**src/rtl/png_ttl_pkg.sv**
```systemverilog
// png_ttl_pkg: shared constants and helpers for the Pong TTL-style counter cells.
// Latency: n/a (package). Backpressure: n/a.
// Contents: direction constants and the terminal-value function.
// Optional feature macro: PNG_CNT_UPDOWN_EN, consumed by png_sync_counter.
package png_ttl_pkg;

  localparam logic CNT_UP = 1'b1;
  localparam logic CNT_DN = 1'b0;

  // Terminal value for a count of length `modulus`: MODULUS-1 counting up,
  // 0 counting down. Returned at the maximum supported width (16 bits);
  // callers truncate to their own WIDTH.
  function automatic logic [15:0] tc_value(input int modulus, input logic dir);
    logic [15:0] term;
    term = (dir == CNT_UP) ? 16'(modulus - 1) : 16'd0;
    return term;
  endfunction

endpackage

```
**src/rtl/png_sync_counter_if.sv**
```systemverilog
// png_sync_counter_if: control and data bundle of one counter cell.
// Latency: n/a (wires only). Backpressure: none; the cell accepts every cycle.
// Ports: _load/d/en_p/en_t/up_dn driven by master, q/carry driven by slave.
interface png_sync_counter_if #(
  parameter int WIDTH = 4
);

  logic             _load;  // parallel load, active-low
  logic [WIDTH-1:0] d;      // parallel load data
  logic             en_p;   // count enable P (does not gate carry)
  logic             en_t;   // count enable T (gates carry)
  logic             up_dn;  // 1 = up, 0 = down
  logic [WIDTH-1:0] q;      // registered count
  logic             carry;  // combinational ripple carry/borrow

  modport master (
    output _load, d, en_p, en_t, up_dn,
    input  q, carry
  );

  modport slave (
    input  _load, d, en_p, en_t, up_dn,
    output q, carry
  );

endinterface

```
**src/rtl/png_tc_decode.sv**
```systemverilog
// png_tc_decode: terminal-state comparator for a WIDTH-bit modulo-MODULUS count.
// Latency: combinational. Backpressure: none.
// Ports: q/dir in; tc = q at exact terminal value, wrap = next step must wrap.
module png_tc_decode
  import png_ttl_pkg::*;
#(
  parameter int WIDTH   = 4,
  parameter int MODULUS = 16
) (
  input  logic [WIDTH-1:0] q,
  input  logic             dir,
  output logic             tc,
  output logic             wrap
);

  localparam logic [WIDTH-1:0] TOP = WIDTH'(MODULUS - 1);

  logic [WIDTH-1:0] term;

  assign term = WIDTH'(tc_value(MODULUS, dir));
  assign tc   = (q == term);

  // Counting up, any value at or beyond the top (e.g. an out-of-range load)
  // wraps to 0. Counting down, only 0 wraps; larger values just decrement.
  assign wrap = (dir == CNT_UP) ? (q >= TOP) : tc;

endmodule

```
**src/rtl/png_sync_counter.sv**
```systemverilog
// png_sync_counter: synchronous modulo-N counter with load, P/T enables, ripple carry.
// Latency: 1 clock for clear/load/count; carry is combinational (0 clocks).
// Backpressure: none; en_p/en_t gate counting, carry feeds the next stage's en_t.
// Ports: clk, clr (sync active-high), bus (slave modport of png_sync_counter_if).
// Option: define PNG_CNT_UPDOWN_EN to honour up_dn; otherwise up-only.
module png_sync_counter
  import png_ttl_pkg::*;
#(
  parameter int WIDTH   = 4,
  parameter int MODULUS = 2 ** WIDTH
) (
  input  logic                  clk,
  input  logic                  clr,
  png_sync_counter_if.slave     bus
);

  // Elaboration-time parameter legality.
  if (WIDTH < 1 || WIDTH > 16) begin : g_bad_width
    $error("png_sync_counter: WIDTH must be 1..16");
  end
  if (MODULUS < 2 || MODULUS > (1 << WIDTH)) begin : g_bad_modulus
    $error("png_sync_counter: MODULUS must satisfy 2 <= MODULUS <= 2**WIDTH");
  end

  localparam logic [WIDTH-1:0] TOP = WIDTH'(MODULUS - 1);

  logic [WIDTH-1:0] q_r;
  logic [WIDTH-1:0] step_val;
  logic             dir;
  logic             tc;
  logic             wrap;

`ifdef PNG_CNT_UPDOWN_EN
  assign dir = bus.up_dn;
`else
  // Up-only build: direction is fixed, so the down decode folds away.
  logic unused_up_dn;
  assign dir          = CNT_UP;
  assign unused_up_dn = bus.up_dn;
`endif

  png_tc_decode #(
    .WIDTH   (WIDTH),
    .MODULUS (MODULUS)
  ) u_tc_decode (
    .q    (q_r),
    .dir  (dir),
    .tc   (tc),
    .wrap (wrap)
  );

  // One count step in the current direction.
  always_comb begin
    step_val = wrap ? '0 : q_r + WIDTH'(1);
`ifdef PNG_CNT_UPDOWN_EN
    if (dir == CNT_DN) begin
      step_val = wrap ? TOP : q_r - WIDTH'(1);
    end
`endif
  end

  // Priority: clear, then load, then count, else hold.
  always_ff @(posedge clk) begin
    if (clr) begin
      q_r <= '0;
    end else if (!bus._load) begin
      q_r <= bus.d;
    end else if (bus.en_p && bus.en_t) begin
      q_r <= step_val;
    end
  end

  assign bus.q     = q_r;
  // Carry ignores en_p, _load and clr so cascaded stages see it immediately.
  assign bus.carry = bus.en_t & tc;

endmodule

```
**src/flat_wrapper.sv**
```systemverilog
// flat-port wrapper written by rule: the top's interface ports become plain ports
module png_sync_counter_flat import png_ttl_pkg::*;
#(
  parameter int WIDTH   = 4,
  parameter int MODULUS = 2 ** WIDTH
)
  (clk, clr, bus__load, bus_d, bus_en_p, bus_en_t, bus_up_dn, bus_q, bus_carry);
  png_sync_counter_if #(.WIDTH(WIDTH)) bus_i ();
  input  logic clk;
  input  logic clr;
  input wire logic [$bits(bus_i._load)-1:0] bus__load;
  input wire logic [$bits(bus_i.d)-1:0] bus_d;
  input wire logic [$bits(bus_i.en_p)-1:0] bus_en_p;
  input wire logic [$bits(bus_i.en_t)-1:0] bus_en_t;
  input wire logic [$bits(bus_i.up_dn)-1:0] bus_up_dn;
  output wire logic [$bits(bus_i.q)-1:0] bus_q;
  output wire logic [$bits(bus_i.carry)-1:0] bus_carry;
  assign bus_i._load = bus__load;
  assign bus_i.d = bus_d;
  assign bus_i.en_p = bus_en_p;
  assign bus_i.en_t = bus_en_t;
  assign bus_i.up_dn = bus_up_dn;
  assign bus_q = bus_i.q;
  assign bus_carry = bus_i.carry;
  png_sync_counter #(.WIDTH(WIDTH), .MODULUS(MODULUS)) u_core (.clk(clk), .clr(clr), .bus(bus_i));
endmodule
```
**config.mk**
```make
export PLATFORM = sky130hd
export DESIGN_NAME = png_sync_counter_flat
export DESIGN_NICKNAME = d
export VERILOG_FILES = /design/src/rtl/png_ttl_pkg.sv /design/src/rtl/png_sync_counter_if.sv /design/src/rtl/png_tc_decode.sv /design/src/rtl/png_sync_counter.sv /design/src/flat_wrapper.sv
export SDC_FILE = /design/constraint.sdc
export NUM_CORES = 1
export LEC_CHECK = 0
export BUFFER_PORTS_ARGS = -buffer_cell sky130_fd_sc_hd__buf_4
export CAP_MARGIN = 20
export CORE_AREA = 2 2 39 41
export DETAILED_ROUTE_END_ITERATION = 16
export DIE_AREA = 0 0 41 43
export SLEW_MARGIN = 15
export SYNTH_ARGS = -nofsm -noshare
export SYNTH_HDL_FRONTEND = slang
export SYNTH_SLANG_ARGS = --single-unit
```
**constraint.sdc**
```tcl
create_clock -name clk -period 1.3 [get_ports clk]
set_input_delay 0.065 -clock clk [delete_from_list [all_inputs] [get_ports clk]]
set_output_delay 0.065 -clock clk [all_outputs]
set_load 0.01 [all_outputs]
```
==> results of run 1 <==
[worst reg2reg max path, cell delays in order (launching register included)]
cell and delay, ns:
dfxtp_2 0.33, ha_1 0.21, nand3_1 0.13, nand3b_1 0.11
a311oi_2 0.23
[power by group]
group          total [mW]  switching, mW  internal, mW
clock network       0.155         0.0522         0.103
registers           0.144         0.0107         0.134
logic              0.0722         0.0306        0.0416
[Yosys cell counts (all sizes together)]
cell type and number:
nand3 3, nand3b 1, xor2 2, nand4b 1, buf 1, ha 1, and2 1, dfxtp 4
nand2 4, o22ai 1, a31oi 1, nor2 4, a311oi 2, a211oi 1, inv 1, nor2b 1
[path summary, 6_finish.rpt]
kind         slack, ns             from               to
min               0.02              clr  u_core.bus.q[0]
min reg2reg       0.51  u_core.bus.q[1]  u_core.bus.q[1]
max reg2reg       0.20  u_core.bus.q[0]  u_core.bus.q[0]
max               0.11  u_core.bus.q[0]        bus_carry
[layout make-up]
cell class                 instances  share of cell area (%)
tap                               16                    5.33
sequential                         4                    22.0
multi-input combinational         23                    39.7
inverter                           1                    1.00
clock buffer                       3                    6.00
timing repair buffer              13                    26.0
[stage by stage]
stage / power [mW] / std cells / hold WS [ns] / util, %
5_1_grt: 0.405 / 60 / 0.00499 / 27.1
2_1_floorplan: 0.177 / 29 / 0.133 / -
4_1_cts: 0.380 / 60 / 0.0196 / 26.9
3_5_place_dp: 0.217 / 57 / 0.267 / 25.3
6_report: 0.372 / 60 / 0.0212 / 27.1
3_3_place_gp: 0.217 / 57 / 0.268 / 25.3
[per-layer routing]
metal | wire length [µm] | share of wire (%) | track usage (%) | vias up
li1 | - | - | - | 136
met1 | 278 | 46 | 10.5 | 109
met2 | 251 | 41 | 9.38 | 13
met3 | 77 | 13 | 9.42 | 0
met4 | 0 | 0 | 2.00 | 0
met5 | 0 | 0 | 0 | -
[kinds of logic after synthesis]
logic type | count (synthesis) | share of synthesized area (%)
xor+xnor | 2 | 7.37
simple gates | 15 | 31.6
buf+inv | 2 | 3.68
compound gates | 5 | 18.4
flops | 4 | 33.7
fa+ha+maj | 1 | 5.26
[repair_timing]
item,in CTS,in global routing
setup buffers,0,0
gates resized for setup,0,2
endpoints found under the setup margin,0,1
==> flow_summary.ini, run 1 <==
[cts]
hold_buffers = 0
insertion_delay_ns = 0.24
clkTransAtPathRegs_ns = 0.04
clock-sinks = 4
root_buffer = clkbuf_4
cts_tree = yes
numCtsBuffers = 3
clockBufferDepth = 2
h-tree-depth = 1

[cells_and_area]
multi_input_area_um2 = 149
antennaDiodeCount = 0
layout_commonest_cell = buf_4
layout_common_cells = buf_4, nor2_1, nand2_1
regArea_um2 = 82.6
finish.net_count = 57
drive_above_1_share_pct = 45.5
fin_area_um2 = 375
largest_reg_flops = 4
fillers = 155
syn2layout_area_growth_pct = 57.9

[placed_design]
port_buffers = 13
routabilityCongestion = 0.715
place_ws_ns = 0.199
dp_hpwl_um = 455
post_dp_cell_area_um2 = 350

[timing]
fin_skew_ns = 0.000291
maxSlewViolCount = 0
tns_ns = 0
final.period_utilization_pct = 91.8
worst_slack_ns = 0.107
tightestPinTransition_ns = 0.221
slew_headroom_pct = 85.2
setup_viol = 0
timing.final.crit_period_ns = 1.19
hold_viol = 0
timing.fmax_ghz = 0.838
rsz0062_at_grt = no

[outcome]
outcome = finished, final reports clean

[global_route]
grt_pass1_wl_um = 924
grt_pass1_vias = 222
grtUsageTotal_pct = 8.42
overflow = 0
antenna_found_initial = 0
grt_max_degree = 10

[routing]
wl_um = 607
postRouteAntennaNets = 0
wl_per_cell_um = 10.1
vias = 258
avgViaCountPerCell = 4.30
first_pass_iters = 2
drtIter0Drc = 4
drcViolationCount = 0

[die]
start_util_pct = 17.2
die-area_mm2 = 0.00176
coreArea_mm2 = 0.00138
dieWidth_um = 41
fp.dieH_um = 43
io_pins = 15
rows = 14

[setup_path]
cp_data_required_time_ns = 1.24
worstSetupPathType = flip-flop to output port
crit_path_end_kind = output port
critPathArrivalTime_ns = 1.13
path_buf_inv = 1
start_kind = flip-flop
crit_fanout = 5
path_cells = ha_1 -> nand3_1 -> nor2_1 -> buf_4
crit_family = flip-flops
cp_num_cells = 4
cpMaxStageDelayCell = dfxtp_2
reg2reg_depth = 4
slowest_delay_ns = 0.36

[synthesis]
ys_ff_latch = 4
synth_area_um2 = 238
synthCells = 29
synth_area_leaders = dfxtp_1, xor2_1, nand3_1
syn_nets = 40
synth.distinct_cells = 17
yosysSeqAreaShare_pct = 33.7
avgSynthCellArea_um2 = 8.20
synth_top_area_cell = dfxtp_1
synth_top_area_share_pct = 33.7
ys_warn_count = 0

[power_and_ir_drop]
irDropWorstVdd_mv = 0.356
power_density_mw_per_mm2 = 991
p_leak_nw = 0.164

[min_path]
hp-class = input port to flip-flop
min_path_cells = 2

[run]
drv_cap = 0
Power figures use the tool's default switching activity.
==> inputs of run 2 (changes only) <==
CELL_PAD_IN_SITES_DETAIL_PLACEMENT = 1   (was default)
CELL_PAD_IN_SITES_GLOBAL_PLACEMENT = 1   (was default)
PLACE_DENSITY_LB_ADDON = 0.1   (was default)
SKIP_LAST_GASP = 1   (was default)
==> run 2 against run 1 <==
Net effect:
- hold slack better by 0.016 ns
- routed wire length grew 20%
- largest cell class unchanged
- die area unchanged
- via count grew 6.6%
- total power rose by 0.85%
- flip-flop and latch count unchanged
- clock power barely moved
- sequential share of layout area did not move
==> flow_summary.ini, run 2 (synthesized netlist as in run 1, its figures left out) <==
[outcome]
outcome = finished, final reports clean

[routing]
first_pass_iters = 1
wl_um = 731
vias = 275
drcViolationCount = 0
wl_per_cell_um = 12.2
drtIter0Drc = 0
avgViaCountPerCell = 4.58
postRouteAntennaNets = 0

[die]
die-area_mm2 = 0.00176
fp.dieH_um = 43
start_util_pct = 17.2
dieWidth_um = 41
coreArea_mm2 = 0.00138
rows = 14
io_pins = 15

[cells_and_area]
fin_util_pct = 27.1
stdcell_count = 60
finish.net_count = 57
layout_commonest_cell = buf_4
layout_common_cells = buf_4, nor2_1, nand2_1
largest_reg_flops = 4
antennaDiodeCount = 0
syn2layout_area_growth_pct = 57.9
drive_above_1_share_pct = 45.5
fin_area_um2 = 375
fillers = 173

[setup_path]
crit_family = flip-flops
crit_path_end_kind = output port
start_kind = flip-flop
path_buf_inv = 1
cp_data_required_time_ns = 1.24
slowest_delay_ns = 0.35
crit_fanout = 5
path_cells = ha_1 -> nand3_1 -> nor2_1 -> buf_4
cpMaxStageDelayCell = dfxtp_2
critPathArrivalTime_ns = 1.14
worstSetupPathType = flip-flop to output port

[timing]
worst_slack_ns = 0.0988
setup_viol = 0
rsz0062_at_grt = no
tns_ns = 0
fin_skew_ns = 0.000340
hold_viol = 0
final.period_utilization_pct = 92.4
hold_slack_ns = 0.0369
tightestPinTransition_ns = 0.196
timing.final.crit_period_ns = 1.20
maxSlewViolCount = 0
slew_headroom_pct = 86.8
timing.fmax_ghz = 0.833

[cts]
insertion_delay_ns = 0.23
hold_buffers = 0
cts_tree = yes
clock-sinks = 4
cts_setup_buffers = 0
numCtsBuffers = 3
clkTransAtPathRegs_ns = 0.04
root_buffer = clkbuf_4
cts_resized = 0
h-tree-depth = 1
clockBufferDepth = 2

[global_route]
antenna_found_initial = 0
grt_pass1_vias = 240
grtUsageTotal_pct = 9.94
grt_max_degree = 10
grt_pass1_wl_mm = 1.10
overflow = 0

[placed_design]
port_buffers = 13
dp_hpwl_um = 569
routabilityCongestion = 0.676
place_inst = 57
post_dp_cell_area_um2 = 350
place_ws_ns = 0.172

[power_and_ir_drop]
p_leak_nw = 0.164
irDropWorstVdd_mv = 0.512
power_density_mw_per_mm2 = 1000
totalPowerFinal_mw = 0.375

[min_path]
hp-class = input port to flip-flop

[run]
drv_cap = 0
==> run 2: cell type report <==
| cell class | instances | area, µm² | share of cell area, % |
|---|---|---|---|
| clock buffers | 3 | 22.5 | 6.00 |
| multi-input cells | 23 | 149 | 39.7 |
| flip-flops and latches | 4 | 82.6 | 22.0 |
| inverters | 1 | 3.75 | 1.00 |
| repair buffers | 13 | 97.6 | 26.0 |
| well taps | 16 | 20.0 | 5.33 |
==> run 2: power by group <==
| group | internal [mW] | leakage, nW | switching (mW) |
|---|---|---|---|
| combinational | 0.0418 | 0.116 | 0.0329 |
| sequential | 0.134 | 0.0338 | 0.0107 |
| clock | 0.103 | 0.0138 | 0.0528 |
==> run 2: metal layers <==
metal	vias up	GRT usage, %	part of all wire (%)	routed length (µm)
met3	0	9.95	9.2	67
met1	130	12.2	42	309
li1	135	-	-	-
met5	-	0	0	0
met4	0	0	0	0
met2	10	13.1	48	353
==> run 2: final timing paths <==
path / start / end / slack, ns / cells past startpoint
setup / recovery: u_core.bus.q[0] / bus_carry / 0.1 / 4
hold / removal: clr / u_core.bus.q[0] / 0.04 / 2
setup reg to reg: u_core.bus.q[0] / u_core.bus.q[0] / 0.18 / 4
hold reg to reg: u_core.bus.q[1] / u_core.bus.q[1] / 0.51 / 2
==> inputs of run 3 (changes only) <==
==> constraint.sdc (replaced) <==
create_clock -name clk -period 1.3 [get_ports clk]
set_input_delay 0.195 -clock clk [delete_from_list [all_inputs] [get_ports clk]]
set_output_delay 0.195 -clock clk [all_outputs]
set_load 0.01 [all_outputs]
==> run 3 against run 2 <==
Net effect:
- count of clock-buffer cells in the layout unchanged
- hold slack better by 0.12 ns
- largest cell class unchanged
- combinational power up 17%
- critical path type unchanged
- sequential share of layout area down 2.2 points
- non-clock buffer count up 2
- sequential power about the same
- fmax down 2.2%
- clock skew up 0.0098 ns
- global-route usage up 0.59 points
- register-to-register slack better by 0.08 ns
==> flow_summary.ini, run 3 (synthesized netlist as in run 1, its figures left out) <==
[outcome]
outcome = finished, final reports clean

[cts]
hold_buffers = 0
clkTransAtPathRegs_ns = 0.04
clock-sinks = 4
h-tree-depth = 1
clockBufferDepth = 2
numCtsBuffers = 3
insertion_delay_ns = 0.24
root_buffer = clkbuf_4
cts_tree = yes

[routing]
vias = 277
avgViaCountPerCell = 4.47
drcViolationCount = 0
drtIter0Drc = 1
wl_per_cell_um = 11.8
wl_um = 729
postRouteAntennaNets = 0
first_pass_iters = 2

[placed_design]
port_buffers = 13
dp_hpwl_um = 566
post_dp_cell_area_um2 = 358
routabilityCongestion = 0.675
place_ws_ns = 0.163

[cells_and_area]
largest_reg_flops = 4
syn2layout_area_growth_pct = 75.8
antennaDiodeCount = 0
drive_above_1_share_pct = 54.3
fin_area_um2 = 418
regArea_um2 = 82.6
finish.net_count = 59
fin_util_pct = 30.2
multi_input_area_um2 = 176
fillers = 164
layout_common_cells = buf_4, nand2_1, nor2_1, clkbuf_4
layout_commonest_cell = buf_4

[global_route]
grt_pass1_wl_mm = 1.18
antenna_found_initial = 0
grt_max_degree = 10
grtUsageTotal_pct = 10.5
grt_pass1_vias = 274
overflow = 0

[timing]
hold_viol = 0
fin_skew_ns = 0.0102
tns_ns = 0
worst_slack_ns = 0.0719
slew_headroom_pct = 85.1
timing.final.crit_period_ns = 1.23
final.period_utilization_pct = 94.5
tightestPinTransition_ns = 0.222
maxSlewViolCount = 0
hold_slack_ns = 0.154
timing.fmax_ghz = 0.814
setup_viol = 0

[run]
drv_cap = 0

[power_and_ir_drop]
power_density_mw_per_mm2 = 935
p_seq_share_pct = 37.2
irDropWorstVdd_mv = 0.365
p_sw_mw = 0.104
p_clk_share_pct = 40.4
comb_power_share_pct = 22.4
p_leak_nw = 0.172
p_sw_share_pct = 26.5
internal_power_mw = 0.287

[setup_path]
worstSetupPathType = flip-flop to output port
reg2reg_depth = 4
r2r_end = u_core.bus.q[2]
critPathArrivalTime_ns = 1.03
crit_path_end_kind = output port
cp_data_required_time_ns = 1.11
rrSetupSlack_ns = 0.26
start_kind = flip-flop
r2r-start = u_core.bus.q[1]
crit_fanout = 3

[die]
coreArea_mm2 = 0.00138
fp.dieH_um = 43
io_pins = 15
rows = 14
die-area_mm2 = 0.00176
dieWidth_um = 41
start_util_pct = 17.2

[min_path]
hp-class = input port to flip-flop
min_path_cells = 2
hold_end = u_core.bus.q[0]
holdCritStartpoint = clr
==> run 3: cell types whose count changed in the layout (fill, tap and decap cells not counted), sizes merged <==
| cell | delta |
|---|---|
| buf | +2 |
==> run 3: layer usage <==
metal	track usage, %	share of wire (%)	vias to the layer above
li1	-	-	142
met1	14.1	44	128
met2	13.4	50	7
met3	3.14	5.8	0
met4	8.00	0	0
met5	0	0	-
==> run 3: area by class of cell <==
cell class	instances	share of cell area, %
multi-input cells	23	42.2
clock buffers	3	5.39
well taps	16	4.79
flip-flops and latches	4	19.8
inverters	1	0.898
repair buffers	15	26.9
==> run 3: timing repair <==
action | in CTS | in global routing
setup buffers | 1 | 0
endpoints found under the hold margin | 0 | 0
endpoints found under the setup margin | 1 | 1
pin swaps | 0 | 2
resized for setup | 3 | 4
==> run 3: metrics by stage <==
stage | power [mW] | instances
6_report | 0.391 | 62
5_1_grt | 0.426 | 62
4_1_cts | 0.395 | 62
3_3_place_gp | 0.222 | 58
3_5_place_dp | 0.224 | 58
2_1_floorplan | 0.177 | 29
==> run 3: how the worst max path moves through the flow <==
stage	from	to	slack, ns	cells after the start
after CTS	u_core.bus.q[1]	bus_carry	0.006	4
final	u_core.bus.q[1]	bus_carry	0.07	4
after global routing	u_core.bus.q[1]	bus_carry	-0.002	4
after detailed placement	u_core.bus.q[0]	bus_carry	0.16	4
after global placement	u_core.bus.q[0]	bus_carry	0.17	4
after floorplan	u_core.bus.q[0]	u_core.bus.q[2]	0.22	4
==> run 3: critical path, stage by stage, from the launching register on <==
cell     delay [ns]
dfxtp_2        0.34
ha_4           0.15
nand3_4        0.08
nor2_2         0.11
buf_4          0.12
==> run 3: power groups by stage <==
| stage | Clock [mW] | Sequential (mW) | Combinational [mW] |
|---|---|---|---|
| 6_report | 0.158 | 0.145 | 0.0874 |
| 5_1_grt | 0.180 | 0.147 | 0.0986 |
| 4_1_cts | 0.168 | 0.142 | 0.0857 |
| 3_5_place_dp | 0 | 0.144 | 0.0793 |
| 3_3_place_gp | 0 | 0.144 | 0.0780 |
| 2_1_floorplan | 0 | 0.147 | 0.0303 |
